**src/rtl/mem_port_arbiter.sv**
```systemverilog
// Round-robin arbiter sharing one memory port between instruction fetch and load/store.
// Optional bus-timeout abort is enabled by defining MEM_PORT_ARBITER_TIMEOUT_EN.
module mem_port_arbiter #(
  parameter int ADDR_W         = 32,
  parameter int DATA_W         = 32,
  parameter int TIMEOUT_CYCLES = 15
) (
  input  logic              clk,
  input  logic              reset,
  input  logic              if_req,
  input  logic [ADDR_W-1:0] if_addr,
  output logic [DATA_W-1:0] if_rdata,
  output logic              if_done,
  input  logic              d_req,
  input  logic              d_we,
  input  logic [ADDR_W-1:0] d_addr,
  input  logic [DATA_W-1:0] d_wdata,
  output logic [DATA_W-1:0] d_rdata,
  output logic              d_done,
  output logic              mem_req,
  output logic              mem_we,
  output logic [ADDR_W-1:0] mem_addr,
  output logic [DATA_W-1:0] mem_wdata,
  input  logic [DATA_W-1:0] mem_rdata,
  input  logic              mem_ack,
  output logic              arb_busy,
  output logic              arb_err
);

  typedef enum logic [1:0] {
    ST_IDLE = 2'd0,
    ST_BUSY = 2'd1,
    ST_DONE = 2'd2
  } state_e;

  // Owner encoding: 0 = fetch port, 1 = data port.
  localparam logic OWN_I = 1'b0;
  localparam logic OWN_D = 1'b1;

  state_e              state_q, state_d;
  logic                owner_q, owner_d;
  logic                last_owner_q, last_owner_d;
  logic                mem_req_q, mem_req_d;
  logic                mem_we_q, mem_we_d;
  logic [ADDR_W-1:0]   mem_addr_q, mem_addr_d;
  logic [DATA_W-1:0]   mem_wdata_q, mem_wdata_d;
  logic [DATA_W-1:0]   if_rdata_q, if_rdata_d;
  logic [DATA_W-1:0]   d_rdata_q, d_rdata_d;
  logic                grant;
  logic                timeout_hit;

`ifdef MEM_PORT_ARBITER_TIMEOUT_EN
  localparam int CNT_W = ($clog2(TIMEOUT_CYCLES + 1) > 4) ? $clog2(TIMEOUT_CYCLES + 1) : 4;

  logic [CNT_W-1:0] cnt_q, cnt_d;
  logic             timed_out_q;

  always_comb begin
    cnt_d = cnt_q;
    if (state_q != ST_BUSY) begin
      cnt_d = '0;
    end else if (!mem_ack) begin
      cnt_d = cnt_q + CNT_W'(1);
    end
  end

  // Abort on the BUSY cycle whose increment would reach the limit; an ack in that cycle wins.
  assign timeout_hit = (state_q == ST_BUSY) && !mem_ack &&
                       (cnt_q == CNT_W'(TIMEOUT_CYCLES - 1));

  always_ff @(posedge clk or negedge reset) begin
    if (!reset) begin
      cnt_q       <= '0;
      timed_out_q <= 1'b0;
    end else begin
      cnt_q <= cnt_d;
      if (state_q == ST_BUSY) begin
        timed_out_q <= timeout_hit;
      end
    end
  end

  assign arb_err = (state_q == ST_DONE) && timed_out_q;
`else
  logic unused_cfg;
  assign unused_cfg  = TIMEOUT_CYCLES[0];
  assign timeout_hit = 1'b0;
  assign arb_err     = 1'b0;
`endif

  always_comb begin
    state_d      = state_q;
    owner_d      = owner_q;
    last_owner_d = last_owner_q;
    mem_req_d    = mem_req_q;
    mem_we_d     = mem_we_q;
    mem_addr_d   = mem_addr_q;
    mem_wdata_d  = mem_wdata_q;
    if_rdata_d   = if_rdata_q;
    d_rdata_d    = d_rdata_q;
    grant        = OWN_I;

    case (state_q)
      ST_IDLE: begin
        if (if_req || d_req) begin
          grant        = (if_req && d_req) ? ~last_owner_q : d_req;
          owner_d      = grant;
          last_owner_d = grant;
          mem_req_d    = 1'b1;
          mem_we_d     = (grant == OWN_D) && d_we;
          mem_addr_d   = (grant == OWN_D) ? d_addr : if_addr;
          mem_wdata_d  = (grant == OWN_D) ? d_wdata : '0;
          state_d      = ST_BUSY;
        end
      end

      ST_BUSY: begin
        if (mem_ack) begin
          mem_req_d = 1'b0;
          if (!mem_we_q) begin
            if (owner_q == OWN_D) begin
              d_rdata_d = mem_rdata;
            end else begin
              if_rdata_d = mem_rdata;
            end
          end
          state_d = ST_DONE;
        end else if (timeout_hit) begin
          mem_req_d = 1'b0;
          if (owner_q == OWN_D) begin
            d_rdata_d = '0;
          end else begin
            if_rdata_d = '0;
          end
          state_d = ST_DONE;
        end
      end

      ST_DONE: begin
        state_d = ST_IDLE;
      end

      default: begin
        state_d = ST_IDLE;
      end
    endcase
  end

  always_ff @(posedge clk or negedge reset) begin
    if (!reset) begin
      state_q      <= ST_IDLE;
      owner_q      <= OWN_I;
      last_owner_q <= OWN_D;
      mem_req_q    <= 1'b0;
      mem_we_q     <= 1'b0;
      mem_addr_q   <= '0;
      mem_wdata_q  <= '0;
      if_rdata_q   <= '0;
      d_rdata_q    <= '0;
    end else begin
      state_q      <= state_d;
      owner_q      <= owner_d;
      last_owner_q <= last_owner_d;
      mem_req_q    <= mem_req_d;
      mem_we_q     <= mem_we_d;
      mem_addr_q   <= mem_addr_d;
      mem_wdata_q  <= mem_wdata_d;
      if_rdata_q   <= if_rdata_d;
      d_rdata_q    <= d_rdata_d;
    end
  end

  assign mem_req   = mem_req_q;
  assign mem_we    = mem_we_q;
  assign mem_addr  = mem_addr_q;
  assign mem_wdata = mem_wdata_q;
  assign if_rdata  = if_rdata_q;
  assign d_rdata   = d_rdata_q;
  assign if_done   = (state_q == ST_DONE) && (owner_q == OWN_I);
  assign d_done    = (state_q == ST_DONE) && (owner_q == OWN_D);
  assign arb_busy  = (state_q != ST_IDLE);

endmodule

```
**config.mk**
```make
export PLATFORM = sky130hd
export DESIGN_NAME = mem_port_arbiter
export DESIGN_NICKNAME = d
export VERILOG_FILES = /design/src/rtl/mem_port_arbiter.sv
export SDC_FILE = /design/constraint.sdc
export NUM_CORES = 1
export LEC_CHECK = 0
export BUFFER_PORTS_ARGS = -buffer_cell sky130_fd_sc_hd__buf_2
export CAP_MARGIN = 0
export CORE_ASPECT_RATIO = 1.4
export CORE_MARGIN = 8
export CORE_UTILIZATION = 46
export DETAILED_ROUTE_END_ITERATION = 10
export GPL_TIMING_DRIVEN = 0
export HOLD_SLACK_MARGIN = 0.12
export PLACE_DENSITY = 0.79
export SLEW_MARGIN = 5
export SYNTH_ARGS = -nofsm -noshare
export SYNTH_HDL_FRONTEND = slang
export SYNTH_SLANG_ARGS = --single-unit
```
**constraint.sdc**
```tcl
create_clock -name clk -period 1.75 [get_ports clk]
set_input_delay 0.4375 -clock clk [delete_from_list [all_inputs] [get_ports clk]]
set_output_delay 0.4375 -clock clk [all_outputs]
set_load 0.05 [all_outputs]
```
==> results.yml, run 1 <==
status:
  outcome: "finished, final reports clean"
die:
  core_area_mm2: 0.0118
  pin_count: 268
  start_util_pct: 46.6
  num_rows: 47
  die_w_um: 108
  die_area_mm2: 0.0157
  die_h_um: 145
clock_tree:
  root_buffer: "clkbuf_16"
  cts_buffers: 17
  cts_sinks: 134
  clk_latency_ns: 0.41
  clockBufferDepth: 2
  cts_max_level: 4
  cts_tree: "yes"
  cts.clk_slew.worst_paths_ns: 0.06
timing:
  hold_viol: 0
  max_freq_mhz: 579
  grt_setup_unrepaired: "yes"
  setup_viol: 0
  fin_crit_ns: 1.73
  slew_viol_final: 0
  fin_crit_sh_pct: 98.6
  clock_skew_ns: 0.0104
  worst_slack_ns: 0.0237
grt:
  grt_pass1_vias: 4629
  grt_overflow: 0
  grt_max_degree: 84
  antenna_found_initial: 1
  grt.total_usage_pct: 20.3
  grt_pass1_wl_mm: 24.6
synthesis:
  synthTopCellsByArea: "dfrtp_1 (61%), mux2_2 (18%), mux2_4 (8.2%)"
  yosys.area.top_type: "dfrtp_1"
  synth-seq-area-share_pct: 61.2
  synth_seq_cells: 134
  synth_cell_types: 25
  avgSynthCellArea_um2: 16.4
  synth_top_area_share_pct: 60.7
  syn_area_mm2: 0.00548
  synth_warnings: 0
  syn_nets: 468
  synthCells: 334
hold_path:
  hold_path_class: "input port to flip-flop"
  holdPathStages: 2
layout:
  antenna_cells: 0
  final_cell_area_mm2: 0.00774
  drive_gt1_share_pct: 70.8
  layout.nets: 757
  final_common_cell: "buf_2"
  nFillCells: 900
  layout.cells.most_common_list: "buf_2 (268), dfrtp_1 (131), mux2_2 (90), a22o_1 (33), mux2_4 (30)"
  area_growth_pct: 41.1
place:
  pre_cts_slack_ns: -0.157
  place.gp.congestion: 0.781
  io_buffers: 266
  dp_hpwl_mm: 12.3
  place_area_mm2: 0.00704
routing:
  via_per_inst: 5.06
  drt-wirelength-per-cell_um: 19.9
  drt_iter0_drc: 86
  num_vias: 3959
  firstDrtPassIters: 4
  ant_nets: 0
  wl_mm: 15.6
  drc: 0
worst_setup_path:
  critPathCaptureType: "flip-flop"
  path_max_fanout: 10
  r2r_cells: 5
  crit_required_ns: 2.04
  cp-start-kind: "flip-flop"
  arrival_ns: 2.01
  crit_type: "flip-flop to flip-flop"
job:
  drv_cap: 0
-- cell type report --
type	instances	area [um^2]	area share [%]
inverters	1	3.75	0.0485
clock inverters	13	168	2.17
clock buffers	19	443	5.72
flip-flops and latches	134	3360	43.4
multi-input cells	177	2000	25.8
well taps	147	184	2.38
plain buffers	21	169	2.18
repair buffers	271	1420	18.3
-- cell usage after synthesis --
library cell,count
a21bo_2,1
a21o_1,2
a22o_1,33
and3b_1,1
buf_2,13
buf_4,1
buf_6,6
clkbuf_1,2
conb_1,1
dfrtp_1,133
dfstp_2,1
inv_1,1
mux2_1,8
mux2_2,90
mux2_4,30
nand2_1,2
nand3b_4,1
nor2_2,1
nor3_2,1
nor3b_1,1
o21ai_0,1
o21bai_4,1
or2_2,1
or2b_1,1
or3b_1,1
-- final timing paths --
kind,startpoint,end,slack (ns)
setup reg to reg,state_q[1]$_DFFE_PN0P_,d_rdata[5]$_DFFE_PN0P_,0.02
hold / removal,d_wdata[21],mem_wdata[21]$_DFFE_PN0P_,0.24
setup / recovery,state_q[1]$_DFFE_PN0P_,d_rdata[5]$_DFFE_PN0P_,0.02
min in group asynchronous,reset,mem_wdata[7]$_DFFE_PN0P_,0.53
max in group asynchronous,reset,last_owner_q$_DFFE_PN1P_,0.46
hold reg to reg,mem_req$_DFFE_PN0P_,mem_req$_DFFE_PN0P_,0.48
-- stage by stage --
step	hold slack, ns	utilization [%]	TNS, ns	std cells
floorplan	0.142	-	0	334
global placement	0.457	59.6	-192.02	747
detailed placement	0.416	59.9	-8.49	748
CTS	0.222	65.3	0	780
global route	0.226	65.8	-0.271	783
finish	0.242	65.8	0	783
-- sequential cells by signal, indices dropped and copies added (netlist names) --
signal	count
owner_q	1
state_q	2
d_rdata	32
mem_addr	32
last_owner_q	1
if_rdata	32
mem_wdata	32
mem_req	1
mem_we	1
-- cells by family (layout without fill, tap and decap cells) --
kind of cell | count (synthesis) | count (layout) | share of synthesized area (%)
and+or+nand+nor | 10 | 10 | 1.51
muxes | 128 | 128 | 28.3
DFF | 134 | 134 | 61.2
buffers and inverters | 23 | 325 | 2.76
other | 1 | 1 | 0.0684
AOI/OAI and AO/OA | 38 | 38 | 6.16
-- routing by layer --
layer | part of all wire, % | routed length, um | vias up | track usage, %
met5 | 0.070 | 11 | - | 0
met4 | 3.8 | 588 | 2 | 10.9
met3 | 8.1 | 1270 | 45 | 7.31
met2 | 53 | 8320 | 172 | 35.2
met1 | 35 | 5430 | 1950 | 20.3
li1 | - | - | 1790 | -
-- worst max-delay path, cell delays in order, from the launching register on --
cell and delay (ns):
dfrtp_1 0.42, nand3b_4 0.20, or3b_1 0.37, buf_6 0.15
buf_6 0.16, mux2_4 0.30
-- repair_timing --
item                       CTS  global route
hold endpoints to repair    51             0
hold buffers                 1             0
gates resized for setup      8            14
setup endpoints to repair   63            89
setup buffers                0             3
Power of run 1 is left out: the tool's default activity adds up to more than one toggle a clock period on the data nets, which glitch-free logic cannot reach.
==> run 2: changes to the inputs <==
--- a/config.mk
+++ b/config.mk
@@ -5,14 +5,15 @@
 export SDC_FILE = /design/constraint.sdc
 export NUM_CORES = 1
 export LEC_CHECK = 0
+export ABC_AREA = 1
 export BUFFER_PORTS_ARGS = -buffer_cell sky130_fd_sc_hd__buf_2
 export CAP_MARGIN = 0
 export CORE_ASPECT_RATIO = 1.4
-export CORE_MARGIN = 8
-export CORE_UTILIZATION = 46
+export CORE_UTILIZATION = 47
 export DETAILED_ROUTE_END_ITERATION = 10
 export GPL_TIMING_DRIVEN = 0
 export HOLD_SLACK_MARGIN = 0.12
+export MAX_ROUTING_LAYER = met4
 export PLACE_DENSITY = 0.79
 export SLEW_MARGIN = 5
 export SYNTH_ARGS = -nofsm -noshare
==> results.yml, run 2 <==
place:
  io_buffers: 265
  dp_cells: 1137
  place_area_mm2: 0.00738
  place.gp.congestion: 0.822
  pre_cts_slack_ns: 0.132
  dp_hpwl_mm: 12.1
synthesis:
  synth-seq-area-share_pct: 57.5
  synthTopCellsByCount: "nand2_1 (329), dfrtp_1 (133), nand3_1 (131), inv_1 (67), buf_2 (25)"
  synthMostInstantiatedCell: "nand2_1"
  syn_nets: 858
  yosys.area.top_type: "dfrtp_1"
  synth_warnings: 0
  synth_seq_cells: 134
  synthCells: 724
  synth_edf_count: 0
  synth_cell_types: 18
  syn_area_mm2: 0.00583
  synth_top_area_share_pct: 57.1
  yosys_most_used_dff: "dfrtp_1"
  synthTopCellsByArea: "dfrtp_1 (57%), nand2_1 (21%), nand3_1 (11%)"
  synthArstFlopShare_pct: 100
  avgSynthCellArea_um2: 8.06
routing:
  drt-wirelength-per-cell_um: 13.6
  via_per_inst: 4.83
  firstDrtPassIters: 5
  ant_nets: 0
  drc: 0
  wl_mm: 16.0
  drt_iter0_drc: 265
  num_vias: 5661
clock_tree:
  root_buffer: "clkbuf_16"
  cts_tree: "yes"
  cts_buffers: 17
  cts.clk_slew.worst_paths_ns: 0.06
  cts_sinks: 134
  clk_latency_ns: 0.41
  cts_setup_buffers: 0
  clockBufferDepth: 2
  cts_max_level: 4
layout:
  layout.nets: 1144
  stdcell_count: 1171
  postLayoutCoreUtil_pct: 67.1
  drive_gt1_share_pct: 33.8
  final_cell_area_mm2: 0.00802
  final_common_cell: "nand2_1"
  area_growth_pct: 37.4
  layout.cells.most_common_list: "nand2_1 (328), buf_2 (286), nand3_1 (131), dfrtp_1 (131), inv_1 (67)"
die:
  num_rows: 47
  die_w_um: 96.1
  start_util_pct: 48.9
  core_area_mm2: 0.0119
  pin_count: 268
  die_area_mm2: 0.0129
  die_h_um: 134
grt:
  grt_overflow: 0
  grt_max_degree: 82
  grt.total_usage_pct: 26.0
  grt_pass1_vias: 5356
  grt_pass1_wl_mm: 25.0
  antenna_found_initial: 1
job:
  drv_cap: 0
timing:
  clock_skew_ns: 0.00808
  worst_slack_ns: 0.0282
  slew_headroom_pct: 64.2
  slew_viol_final: 0
  fin_tns_setup_ns: 0
  setup_viol: 0
  fin_crit_sh_pct: 98.4
  tightest_slew_ns: 0.535
  grt_setup_unrepaired: "yes"
  hold_slack_ns: 0.249
  hold_viol: 0
  fin_crit_ns: 1.72
  max_freq_mhz: 581
status:
  outcome: "finished, final reports clean"
worst_setup_path:
  crit_type: "flip-flop to output pin"
  arrival_ns: 1.28
  critPathCaptureType: "output pin"
  cp-start-kind: "flip-flop"
  path_max_fanout: 6
  crit_required_ns: 1.31
pwr:
  pwr-share-seq_pct: 28.3
  p_total_mw: 19.1
  power.density_mw_per_mm2: 2380
  share_comb_of_total_power_pct: 53.3
  p_sw_mw: 10.1
  p_int_mw: 9.00
  power_leakage_nw: 4.90
  swShare_pct: 52.9
  ir_drop_uv: 1230
  p_clk_share_pct: 18.4
hold_path:
  hold_path_class: "input port to flip-flop"
run 2: path summary, 6_finish.rpt:
path                                                from                        to  slack [ns]  depth (start not counted)
worst min-delay path                        mem_rdata[9]    d_rdata[9]$_DFFE_PN0P_        0.25                          3
max in group asynchronous                          reset       owner_q$_DFFE_PN0P_        0.41                          3
worst max-delay path              state_q[0]$_DFFE_PN0P_                    d_done        0.03                          2
worst max register to register  last_owner_q$_DFFE_PN1P_  mem_addr[22]$_DFFE_PN0P_        0.23                          6
worst min register to register    d_rdata[8]$_DFFE_PN0P_    d_rdata[8]$_DFFE_PN0P_        0.46                          2
min in group asynchronous                          reset   d_rdata[14]$_DFFE_PN0P_        0.56                          2
run 2: layer usage:
metal	global-route usage, %	share of wire [%]
met1	28.2	38
met2	44.2	52
met4	10.9	2.6
met3	7.09	7.4
met5	-	0
run 2: layout make-up:
class	instances	area, um^2
diodes	2	5.00
plain buffers	42	215
clock buffers	20	467
clock inverters	11	124
fillers	1026	3920
inverters	72	270
multi-input cells	476	2000
flip-flops and latches	134	3360
well taps	147	184
repair buffers	267	1390
run 2: cell families after synthesis:
kind of cell	after synthesis	share of synthesized area [%]
simple gates	472	33.8
buf+inv	114	8.32
compound gates	3	0.257
other cells	1	0.0643
flops	134	57.5
run 2: worst max-delay path, stage by stage (launching register included):
cell and delay [ns]:
dfrtp_2 0.46, nor3_2 0.23, buf_6 0.19
run 2: power by group through the flow:
stage / combinational, mW / clock (mW) / sequential (mW)
finish: 10.2 / 3.52 / 5.41
global route: 10.8 / 3.75 / 5.59
CTS: 10.2 / 3.58 / 5.40
detailed placement: 10.2 / 0 / 5.40
global placement: 10.0 / 0 / 5.38
floorplan: 2.55 / 0 / 10.4
run 2: what timing repair did:
action / CTS / global route
endpoints found under the setup margin: 3 / 3
cloned: 0 / 0
resized for setup: 7 / 4
hold buffers: 1 / 0
endpoints found under the hold margin: 52 / 0
(Power assumes the default switching activity.)
